## src/rtl/fetch_unit_if.sv

```systemverilog
// Fetch-stage bundle: ibus request/response, execute redirect and decode handshake.
// dec_misalign exists only when FETCH_MISALIGN_CHECK_EN is defined.
interface fetch_unit_if;
    logic        ireq_valid;
    logic [63:0] ireq_addr;
    logic        ireq_ready;
    logic        iresp_valid;
    logic [31:0] iresp_data;
    logic        redirect_valid;
    logic [63:0] redirect_pc;
    logic        dec_valid;
    logic        dec_ready;
    logic [31:0] dec_instr;
    logic [63:0] dec_pc;
`ifdef FETCH_MISALIGN_CHECK_EN
    logic        dec_misalign;
`endif

    modport master (
`ifdef FETCH_MISALIGN_CHECK_EN
        output dec_misalign,
`endif
        output ireq_valid, ireq_addr, dec_valid, dec_instr, dec_pc,
        input  ireq_ready, iresp_valid, iresp_data, redirect_valid, redirect_pc, dec_ready
    );

    modport slave (
`ifdef FETCH_MISALIGN_CHECK_EN
        input  dec_misalign,
`endif
        input  ireq_valid, ireq_addr, dec_valid, dec_instr, dec_pc,
        output ireq_ready, iresp_valid, iresp_data, redirect_valid, redirect_pc, dec_ready
    );
endinterface

```

## src/rtl/fetch_unit.sv

```systemverilog
// Instruction fetch: owns the PC, keeps one ibus fetch outstanding and buffers {pc,instr} for decode.
// FETCH_MISALIGN_CHECK_EN: a misaligned redirect delivers a flagged nop and parks fetch until the next redirect.
module fetch_unit #(
    parameter logic [63:0] PC_RESET   = 64'h8000_0000,
    parameter int          FIFO_DEPTH = 2
) (
    input  logic         clk,
    input  logic         reset,
    fetch_unit_if.master bus
);
    localparam int          PW      = $clog2(FIFO_DEPTH);
    localparam logic [PW:0] DEPTH_C = (PW+1)'(FIFO_DEPTH);
    localparam logic [31:0] NOP     = 32'h0000_0013;

    typedef enum logic [1:0] {REQ, WAIT, DISCARD} state_t;

    state_t        state_q, state_d;
    logic [63:0]   pc_q, pc_d;
    logic [PW-1:0] wr_q, wr_d, rd_q, rd_d;
    logic [PW:0]   cnt_q, cnt_d;
    logic          stall_q, stall_d;
    logic          ireq_valid_q, ireq_valid_d;
    logic [63:0]   ireq_addr_q;
    logic          accept, push, pop, nop_push, dec_valid;

    logic [63:0]   mem_pc    [FIFO_DEPTH];
    logic [31:0]   mem_instr [FIFO_DEPTH];

    always_comb begin
        state_d  = state_q;
        pc_d     = pc_q;
        wr_d     = wr_q;
        rd_d     = rd_q;
        cnt_d    = cnt_q;
        stall_d  = stall_q;
        push     = 1'b0;
        pop      = 1'b0;
        nop_push = 1'b0;
        accept   = ireq_valid_q && bus.ireq_ready;
        if (bus.redirect_valid) begin
            // a response still owed by the ibus has to be swallowed in DISCARD
            if (accept || (state_q != REQ && !bus.iresp_valid)) state_d = DISCARD;
            else                                                 state_d = REQ;
            wr_d  = '0;
            rd_d  = '0;
            cnt_d = '0;
`ifdef FETCH_MISALIGN_CHECK_EN
            pc_d     = bus.redirect_pc;
            stall_d  = bus.redirect_pc[1:0] != 2'b00;
            nop_push = stall_d;
            if (nop_push) begin
                wr_d  = PW'(1);
                cnt_d = (PW+1)'(1);
            end
`else
            pc_d = {bus.redirect_pc[63:2], 2'b00};
`endif
        end else begin
            pop = dec_valid && bus.dec_ready;
            case (state_q)
                REQ:     if (accept) state_d = WAIT;
                WAIT:    if (bus.iresp_valid) begin
                             push    = 1'b1;
                             pc_d    = pc_q + 64'd4;
                             state_d = REQ;
                         end
                DISCARD: if (bus.iresp_valid) state_d = REQ;
                default: state_d = REQ;
            endcase
            wr_d  = wr_q + PW'(push);
            rd_d  = rd_q + PW'(pop);
            cnt_d = cnt_q + (PW+1)'(push) - (PW+1)'(pop);
        end
        // request only when the response is guaranteed a slot
        ireq_valid_d = (state_d == REQ) && (cnt_d < DEPTH_C) && !stall_d;
    end

    always_ff @(posedge clk or negedge reset) begin
        if (!reset) begin
            state_q      <= REQ;
            pc_q         <= PC_RESET;
            wr_q         <= '0;
            rd_q         <= '0;
            cnt_q        <= '0;
            stall_q      <= 1'b0;
            ireq_valid_q <= 1'b0;
            ireq_addr_q  <= '0;
        end else begin
            state_q      <= state_d;
            pc_q         <= pc_d;
            wr_q         <= wr_d;
            rd_q         <= rd_d;
            cnt_q        <= cnt_d;
            stall_q      <= stall_d;
            ireq_valid_q <= ireq_valid_d;
            ireq_addr_q  <= pc_d;
        end
    end

    always_ff @(posedge clk) begin
        if (nop_push) begin
            mem_pc[0]    <= bus.redirect_pc;
            mem_instr[0] <= NOP;
        end else if (push) begin
            mem_pc[wr_q]    <= pc_q;
            mem_instr[wr_q] <= bus.iresp_data;
        end
    end

    assign dec_valid      = cnt_q != '0;
    assign bus.dec_valid  = dec_valid;
    assign bus.dec_pc     = dec_valid ? mem_pc[rd_q]    : '0;
    assign bus.dec_instr  = dec_valid ? mem_instr[rd_q] : '0;
    assign bus.ireq_valid = ireq_valid_q;
    assign bus.ireq_addr  = ireq_addr_q;

`ifdef FETCH_MISALIGN_CHECK_EN
    logic mem_mis [FIFO_DEPTH];

    always_ff @(posedge clk) begin
        if (nop_push)  mem_mis[0]    <= 1'b1;
        else if (push) mem_mis[wr_q] <= 1'b0;
    end

    assign bus.dec_misalign = dec_valid ? mem_mis[rd_q] : 1'b0;
`endif
endmodule
```

## src/flat_wrapper.sv

```systemverilog
// flat-port wrapper written by rule: the top's interface ports become plain ports
module fetch_unit_flat 
#(
    parameter logic [63:0] PC_RESET   = 64'h8000_0000,
    parameter int          FIFO_DEPTH = 2
)
  (clk, reset, bus_ireq_valid, bus_ireq_addr, bus_dec_valid, bus_dec_instr, bus_dec_pc, bus_ireq_ready, bus_iresp_valid, bus_iresp_data, bus_redirect_valid, bus_redirect_pc, bus_dec_ready);
  fetch_unit_if bus_i ();
  input  logic clk;
  input  logic reset;
  output wire logic [$bits(bus_i.ireq_valid)-1:0] bus_ireq_valid;
  output wire logic [$bits(bus_i.ireq_addr)-1:0] bus_ireq_addr;
  output wire logic [$bits(bus_i.dec_valid)-1:0] bus_dec_valid;
  output wire logic [$bits(bus_i.dec_instr)-1:0] bus_dec_instr;
  output wire logic [$bits(bus_i.dec_pc)-1:0] bus_dec_pc;
  input wire logic [$bits(bus_i.ireq_ready)-1:0] bus_ireq_ready;
  input wire logic [$bits(bus_i.iresp_valid)-1:0] bus_iresp_valid;
  input wire logic [$bits(bus_i.iresp_data)-1:0] bus_iresp_data;
  input wire logic [$bits(bus_i.redirect_valid)-1:0] bus_redirect_valid;
  input wire logic [$bits(bus_i.redirect_pc)-1:0] bus_redirect_pc;
  input wire logic [$bits(bus_i.dec_ready)-1:0] bus_dec_ready;
  assign bus_ireq_valid = bus_i.ireq_valid;
  assign bus_ireq_addr = bus_i.ireq_addr;
  assign bus_dec_valid = bus_i.dec_valid;
  assign bus_dec_instr = bus_i.dec_instr;
  assign bus_dec_pc = bus_i.dec_pc;
  assign bus_i.ireq_ready = bus_ireq_ready;
  assign bus_i.iresp_valid = bus_iresp_valid;
  assign bus_i.iresp_data = bus_iresp_data;
  assign bus_i.redirect_valid = bus_redirect_valid;
  assign bus_i.redirect_pc = bus_redirect_pc;
  assign bus_i.dec_ready = bus_dec_ready;
  fetch_unit #(.PC_RESET(PC_RESET), .FIFO_DEPTH(FIFO_DEPTH)) u_core (.clk(clk), .reset(reset), .bus(bus_i));
endmodule
```

## config.mk

```make
export PLATFORM = sky130hd
export DESIGN_NAME = fetch_unit_flat
export DESIGN_NICKNAME = d
export VERILOG_FILES = /design/src/rtl/fetch_unit_if.sv /design/src/rtl/fetch_unit.sv /design/src/flat_wrapper.sv
export SDC_FILE = /design/constraint.sdc
export NUM_CORES = 1
export LEC_CHECK = 0
export CAP_MARGIN = 15
export CORE_MARGIN = 4
export CORE_UTILIZATION = 55
export CTS_CLUSTER_SIZE = 12
export DETAILED_ROUTE_END_ITERATION = 10
export PLACE_DENSITY = 0.86
export SLEW_MARGIN = 20
export SYNTH_ARGS = -nofsm -noshare
export SYNTH_HDL_FRONTEND = slang
export SYNTH_SLANG_ARGS = --single-unit
```

## constraint.sdc

```tcl
create_clock -name clk -period 17.5 [get_ports clk]
set_input_delay 4.375 -clock clk [delete_from_list [all_inputs] [get_ports clk]]
set_output_delay 4.375 -clock clk [all_outputs]
set_load 0.02 [all_outputs]
```

=== After elaboration in Yosys (flattened, before gate mapping) ===
Memory sizes are Yosys's and may differ from the RTL's.
Cells that the tools add are included.

* Flip-flop bits (word level): 135
* Memory bits (writable): 192
* Input port bits: 102
* Output and inout bits: 162
* Word-level logic and storage cells: 47
* Memories: 2

{| class="wikitable"
|+ Memory list
! memory !! words !! width !! read ports !! clocked after Yosys merged registers in !! wr ports !! line !! source
|-
| u_core.mem_pc || 2 || 64 || 1 || 0 || 1 || fetch_unit.sv:26 || <nowiki>logic [63:0] mem_pc [FIFO_DEPTH];</nowiki>
|-
| u_core.mem_instr || 2 || 32 || 1 || 0 || 1 || fetch_unit.sv:27 || <nowiki>logic [31:0] mem_instr [FIFO_DEPTH];</nowiki>
|}

* Add/sub/neg operators: 5
* $lt $le $gt $ge: 1
* Equality and inequality tests: 2
* Muxes and demuxes: 19
* Reduce and logical (&&, ||, !) cells: 11

{| class="wikitable"
|+ Operators with widths
! kind !! count
|-
| 64-bit 2-to-1 mux || 4
|-
| 64-bit by 3-bit adder with 64-bit output (second input constant) || 1
|-
| 32-bit 2-to-1 mux || 1
|-
| 2-bit 2-to-1 mux || 5
|-
| 1-bit 2-to-1 mux || 8
|-
| 1-bit logical AND || 4
|-
| 2-bit logical NOT || 2
|-
| 2-bit one-hot mux with 2 select lines || 1
|-
| 2-bit nonzero test || 2
|-
| 1-bit adder || 2
|-
| 2-bit by 1-bit adder with 2-bit output || 1
|-
| 2-bit by 1-bit == test with 1-bit output (second input constant) || 1
|-
| 2-bit == test (second input constant) || 1
|-
| 2-bit < comparator (second input constant) || 1
|-
| 2-bit OR reduction || 1
|-
| 2-bit by 1-bit subtractor with 2-bit output || 1
|-
| 1-bit logical NOT || 1
|-
| 1-bit logical OR || 1
|}

=== Longest topological paths before layout ===
Gate-level depths: netlist of the first run.

* Depth in word-level cells: 8
* Gate-level depth with buffers: 10
* Depth with buffers taken out: 10

=== Worst setup path after synthesis of the first run ===
No wires, ideal clock.

* Path kind: input to register
* From: input bus_redirect_valid
* To: memory u_core.mem_instr[0][0] (enable)
* Library setup time: 662 ps
* Arrival: 11316 ps
* Required time: 16838 ps
* Setup slack: 5521 ps
* Stages on the path: 4
* Path buffers: 3
* Cell sequence: clkbuf_1 buf_6 clkbuf_1 nor3_1

* Word-level cells in the longest chain between the ends: 3

{| class="wikitable"
|+ Ends and longest elaborated chain
! what !! line !! source
|-
| start, declared || flat_wrapper.sv:19 || <nowiki>input wire logic [$bits(bus_i.redirect_valid)-1:0] bus_redirect_valid;</nowiki>
|-
| 1-bit 2-to-1 mux || fetch_unit.sv:40 || <nowiki>if (bus.redirect_valid) begin</nowiki>
|-
| 1-bit 2-to-1 mux || fetch_unit.sv:104 || <nowiki>end else if (push) begin</nowiki>
|-
| 1-bit 2-to-1 mux (not written as such) || fetch_unit.sv:106 || <nowiki>mem_instr[wr_q] <= bus.iresp_data;</nowiki>
|-
| end, declared || fetch_unit.sv:27 ||
|}

No other way between the ends.

=== Worst setup path after layout of the first run ===
* From: register u_core.rd_q
* To: output bus_dec_pc[44]

* Word-level cells in the longest chain between the ends: 2

{| class="wikitable"
|+ Ends and longest elaborated chain
! what !! line !! source
|-
| start, declared || fetch_unit.sv:19 || <nowiki>logic [PW-1:0] wr_q, wr_d, rd_q, rd_d;</nowiki>
|-
| start signal, assigned || fetch_unit.sv:92 || <nowiki>rd_q <= rd_d;</nowiki>
|-
| memory read 2 x 64 bit || - ||
|-
| 64-bit 2-to-1 mux || fetch_unit.sv:112 || <nowiki>assign bus.dec_pc = dec_valid ? mem_pc[rd_q] : '0;</nowiki>
|-
| end, declared || flat_wrapper.sv:15 || <nowiki>output wire logic [$bits(bus_i.dec_pc)-1:0] bus_dec_pc;</nowiki>
|}

No other way between the ends.

==> qor.yml, run 1 <==
sta:
  finalHoldViolations: 0
  max_freq_ghz: 0.130
  finalSetupTns_ns: 0
  rsz0062_at_grt: "false"
  tightest_slew_ns: 1.07
  finalClockSkew_ns: 0.0114
  slew_headroom_pct: 28.5
  timing.final.crit_share_pct: 43.9
  min_period_ns: 7.69
  setup_violations: 0
  maxSlewViolCount: 0
pwr:
  peakVddDrop_v: 0.0000758
  leakage_nw: 5.06
  p_per_area_nw_per_um2: 123
  power_mw: 1.82
  clkPwrFrac_pct: 28.1
  switching_share_pct: 31.4
  p_sw_mw: 0.572
  internal-power_mw: 1.25
  combPwrFrac_pct: 30.6
  seq_power_share_pct: 41.3
synth:
  yosys-top-cells-count: "edfxtp_1 (188), nor2_1 (126), mux2i_1 (98)"
  yosys-top-cells-area: "edfxtp_1 (48%), dfrtp_1 (15%), mux2i_1 (8.4%), buf_4 (4.2%), nor2_1 (4.1%)"
  synth-edff-count: 188
  seq_area_frac_synth_pct: 63.4
  yosys.area.top_type: "edfxtp_1"
  ys.flop_type: "edfxtp_1"
  ys_async_sr_fraction_pct: 27.1
  synth_most_common_cell: "edfxtp_1"
  synth_area_per_cell_um2: 12.4
  yosysWarningCount: 0
  synth_cell_types: 54
  syn_area_um2: 11700
  synth-seq-cells: 258
  synthCells: 940
  synth_top_area_share_pct: 48.3
floorplan:
  die_y_um: 154
  fp.dieArea_um2: 23600
  core_um2: 21000
  io_pins: 264
  start_util_pct: 55.7
  rows: 53
  fp.dieW_um: 154
route:
  wl_um: 28100
  num_vias: 8044
  wire_per_inst_um: 19.7
  vias_per_cell: 5.64
  route.detailed.drc: 0
  drt_iter0_drc: 500
  antenna_left: 0
  first_pass_iters: 5
cts:
  clkTransAtPathRegs_ns: 0.06
  cts_tree: "built"
  clockRootBuffer: "clkbuf_16"
  insertion_delay_ns: 0.51
  cts_setup_buffers: 0
  clock-sinks: 258
  htreeDepth: 1
  cts_buffer_depth: 3
  ctsHoldBuffers: 0
  cts_buffers: 26
  cts-resized-gates: 0
final_layout:
  nets: 1237
  nFillCells: 1492
  seq_area_um2: 7400
  multi_input_area_um2: 3590
  syn_to_final_growth_pct: 26.9
  drive_gt1_share_pct: 6.01
  fin_util_pct: 70.7
worst_setup_path:
  crit_path_end_kind: "output pin"
  path_class: "register to output pin"
  critPathMaxFanout: 51
  cp_data_arrival_time_ns: 3.31
  crit_path_start_kind: "register"
  critPathRequiredTime_ns: 13.12
placement:
  dp_hpwl_um: 18700
  globalplace.congestion: 0.854
  port_buffers: 257
min_path:
  hold_path.class: "register to register"
job:
  maxCapViolations: 0
global_routing:
  grt_pass1_vias: 8033
  grt_usage_pct: 23.0
  antenna_found_initial: 2
  grt_pass1_wl_um: 43900
  grt-ovfl-total: 0
  grt_start_max_net_pins: 96
run_status:
  outcome: "finished, final reports clean"
## final timing paths
path / startpoint / endpoint / slack, ns / depth (start not counted)
worst max register to register: u_core.state_q[1] / u_core.pc_q[53] / 14.28 / 7
worst max-delay path: u_core.rd_q / bus_dec_pc[44] / 9.81 / 4
worst min-delay path: u_core.bus.ireq_addr[63] / u_core.mem_pc[1][63] / 0.55 / 0
min in group asynchronous: reset / u_core.pc_q[26] / 3.99 / 1
max in group asynchronous: reset / u_core.rd_q / 12.78 / 1
worst min register to register: u_core.bus.ireq_addr[63] / u_core.mem_pc[1][63] / 0.55 / 0
## critical path, stage by stage (launching register included)
cell	delay (ns)
dfrtp_4	0.94
buf_4	0.80
mux2i_1	0.16
nor2_1	0.15
clkdlybuf4s50_1	0.67
## power by group through the flow
stage	logic, mW	registers (mW)	clock network (mW)
after floorplan	0.348	0.734	0
after global placement	0.550	0.762	0
after detailed placement	0.559	0.764	0
after CTS	0.563	0.752	0.519
after global routing	0.593	0.757	0.548
final	0.556	0.752	0.510
## cell usage in the layout, fill, tap and decap left out, types with 2 or more instances in the layout
cell,instances
a22oi_1,2
a31oi_1,14
and2_1,2
and3_1,10
and4_1,4
buf_4,11
clkbuf_1,15
clkbuf_16,27
clkbuf_8,2
clkdlybuf4s50_1,255
clkinv_1,2
clkinv_2,2
conb_1,4
dfrtp_1,68
edfxtp_1,188
ha_1,6
inv_1,15
mux2_2,4
mux2i_1,98
nand2_1,64
nand3_1,29
nand3_2,2
nand4_1,27
nor2_1,125
nor2b_1,5
nor3_1,11
nor3_2,3
nor4_1,9
nor4b_1,2
o21ai_0,48
o31ai_1,6
or2_2,2
or3_1,8
or3b_2,2
or4_1,10
xnor2_1,19
xor2_1,25
## logic make-up after synthesis
kind of cell               Yosys count  synth area share, %
AOI/OAI and AO/OA                   77                 3.88
xor gates and xnor gates            44                 3.30
buffers and inverters              124                 6.17
muxes                              102                 8.79
and+or+nand+nor                    328                 13.8
other                                1               0.0321
adders and majority gates            6                0.643
DFF                                258                 63.4
## layer usage
metal,track usage [%],wire (µm),up-vias
li1,-,-,3711
met1,30.0,11100,3926
met2,39.5,14100,352
met3,4.78,2240,53
met4,6.39,676,2
met5,0,13,-
## cell type report
type	instances	share of cell area, %
flip-flops and latches	258	50.0
multi-input cells	561	24.2
repair buffers	267	17.8
clock buffers	44	5.13
well taps	275	2.32
inverters	15	0.380
clock inverters	4	0.118
diodes	1	0.0169
## stage by stage
step	hold WS [ns]	setup slack [ns]	instances	instance area, µm²
finish	0.551	9.81	1425	14800
global route	0.578	9.64	1425	14800
CTS	0.553	9.74	1424	14800
detailed placement	0.540	10.09	1376	14000
global placement	0.515	10.12	1376	14000
floorplan	0.485	5.52	943	11700
## registers in the layout, summed over array words and instances, names as in the netlist
name                   cells
u_core.bus.ireq_addr       2
u_core.pc_q               61
u_core.mem_pc            124
u_core.mem_instr          64
u_core.cnt_q               2
u_core.state_q             2
u_core.bus.ireq_valid      1
u_core.rd_q                1
u_core.wr_q                1
(Power assumes the default switching activity.)
==> run 2, diff against run 1 <==
--- a/config.mk
+++ b/config.mk
@@ -7,10 +7,10 @@
 export LEC_CHECK = 0
 export CAP_MARGIN = 15
 export CORE_MARGIN = 4
-export CORE_UTILIZATION = 55
+export CORE_UTILIZATION = 46
 export CTS_CLUSTER_SIZE = 12
 export DETAILED_ROUTE_END_ITERATION = 10
-export PLACE_DENSITY = 0.86
+export PLACE_DENSITY = 0.77
 export SLEW_MARGIN = 20
 export SYNTH_ARGS = -nofsm -noshare
 export SYNTH_HDL_FRONTEND = slang
==> constraint.sdc (replaced) <==
create_clock -name clk -period 6.55 [get_ports clk]
set_input_delay 1.6375 -clock clk [delete_from_list [all_inputs] [get_ports clk]]
set_output_delay 1.6375 -clock clk [all_outputs]
set_load 0.02 [all_outputs]
==> qor.yml, run 2 (synthesized netlist as in run 1, its figures left out) <==
worst_setup_path:
  path_buf_inv: 2
  cp_data_arrival_time_ns: 3.00
  cp_top_family: "flip-flops"
  slowest_delay_ns: 1.16
  crit_path_end_kind: "output pin"
  critPathMaxFanout: 60
  path_class: "register to output pin"
  critPathSlowestCell: "dfrtp_4"
  cp_cell_sequence: "buf_12 > mux2i_1 > nor2_1 > clkdlybuf4s50_1"
  crit_path_start_kind: "register"
  critPathRequiredTime_ns: 4.91
route:
  wire_per_inst_um: 19.3
  antenna_left: 0
  route.detailed.drc: 0
  wl_um: 28600
  num_vias: 7904
  drt_iter0_drc: 584
  first_pass_iters: 5
  vias_per_cell: 5.34
cts:
  htreeDepth: 1
  cts_buffers: 27
  cts_buffer_depth: 3
  ctsHoldBuffers: 0
  clock-sinks: 258
  cts-resized-gates: 0
  insertion_delay_ns: 0.52
  clockRootBuffer: "clkbuf_16"
  cts_setup_buffers: 0
  clkTransAtPathRegs_ns: 0.06
  cts_tree: "built"
floorplan:
  fp.dieArea_um2: 28000
  core_um2: 25100
  fp.dieW_um: 167
  rows: 58
  io_pins: 264
  start_util_pct: 46.5
  die_y_um: 167
sta:
  finalHoldViolations: 0
  rsz0062_at_grt: "false"
  timing.final.crit_share_pct: 70.8
  slew_headroom_pct: 25.7
  max_freq_ghz: 0.216
  finalSetupTns_ns: 0
  min_period_ns: 4.64
  finalClockSkew_ns: 0.0226
  maxSlewViolCount: 0
  hold-worst-slack_ns: 0.558
  tightest_slew_ns: 1.11
  setup_violations: 0
job:
  maxCapViolations: 0
final_layout:
  regMostFlops: "u_core.mem_pc"
  drive_gt1_share_pct: 6.44
  nets: 1237
  final_common_cell: "clkdlybuf4s50_1"
  antenna_cells: 0
  syn_to_final_growth_pct: 28.4
  fin_util_pct: 59.7
  largest_register_ffs: 124
  nFillCells: 2005
  reg_top3: "u_core.mem_pc (124), u_core.mem_instr (64), u_core.pc_q (61)"
  final_cell_mix: "clkdlybuf4s50_1 (255), edfxtp_1 (188), nor2_1 (124), mux2i_1 (98), dfrtp_1 (68)"
placement:
  port_buffers: 257
  dp_hpwl_um: 19000
  globalplace.congestion: 0.802
global_routing:
  grt_pass1_wl_um: 45300
  antenna_found_initial: 0
  grt_start_max_net_pins: 71
  grt_pass1_vias: 8061
  grt_usage_pct: 20.0
  grt-ovfl-total: 0
pwr:
  p_per_area_nw_per_um2: 334
  peakVddDrop_v: 0.000221
  power_mw: 5.00
  leakage_nw: 5.10
run_status:
  outcome: "finished, final reports clean"
min_path:
  hold_path.class: "register to register"
run 2: worst paths after layout:
kind | startpoint | end | slack, ns | depth (start not counted)
max in group asynchronous | reset | u_core.rd_q | 4.54 | 1
min in group asynchronous | reset | u_core.pc_q[36] | 1.27 | 1
max | u_core.rd_q | bus_dec_pc[17] | 1.91 | 4
min reg2reg | u_core.pc_q[16] | u_core.mem_pc[1][16] | 0.56 | 0
min | u_core.pc_q[16] | u_core.mem_pc[1][16] | 0.56 | 0
max reg2reg | u_core.state_q[1] | u_core.pc_q[61] | 3.39 | 7
run 2: metal layers:
layer  global-route usage [%]  up-vias  routed length [µm]
met2                     33.6      290               14100
li1                         -     3717                   -
met3                     4.41       29                2110
met5                        0        -                   0
met1                     27.5     3868               12100
met4                     3.53        0                 377
run 2: metrics by stage:
stage | setup WS (ns) | cells | cell area (µm²)
finish | 1.91 | 1479 | 15000
CTS | 1.85 | 1479 | 15000
global route | 1.76 | 1479 | 15000
floorplan | 0.195 | 943 | 11700
detailed placement | 1.90 | 1430 | 14100
global placement | 1.87 | 1430 | 14100
run 2: area by class of cell:
class / count / area, µm² / share of cell area (%)
well taps: 330 / 413 / 2.75
repair buffers: 266 / 2660 / 17.7
clock buffers: 45 / 793 / 5.29
multi-input cells: 561 / 3600 / 24.0
inverters: 15 / 56.3 / 0.376
clock inverters: 4 / 70.1 / 0.467
flip-flops and latches: 258 / 7400 / 49.4
run 2: where the power goes:
group	internal (mW)	switching [mW]	total, mW	leakage (nW)
clock network	0.897	0.587	1.48	0.420
logic	0.705	0.788	1.49	2.16
registers	1.86	0.171	2.03	2.53
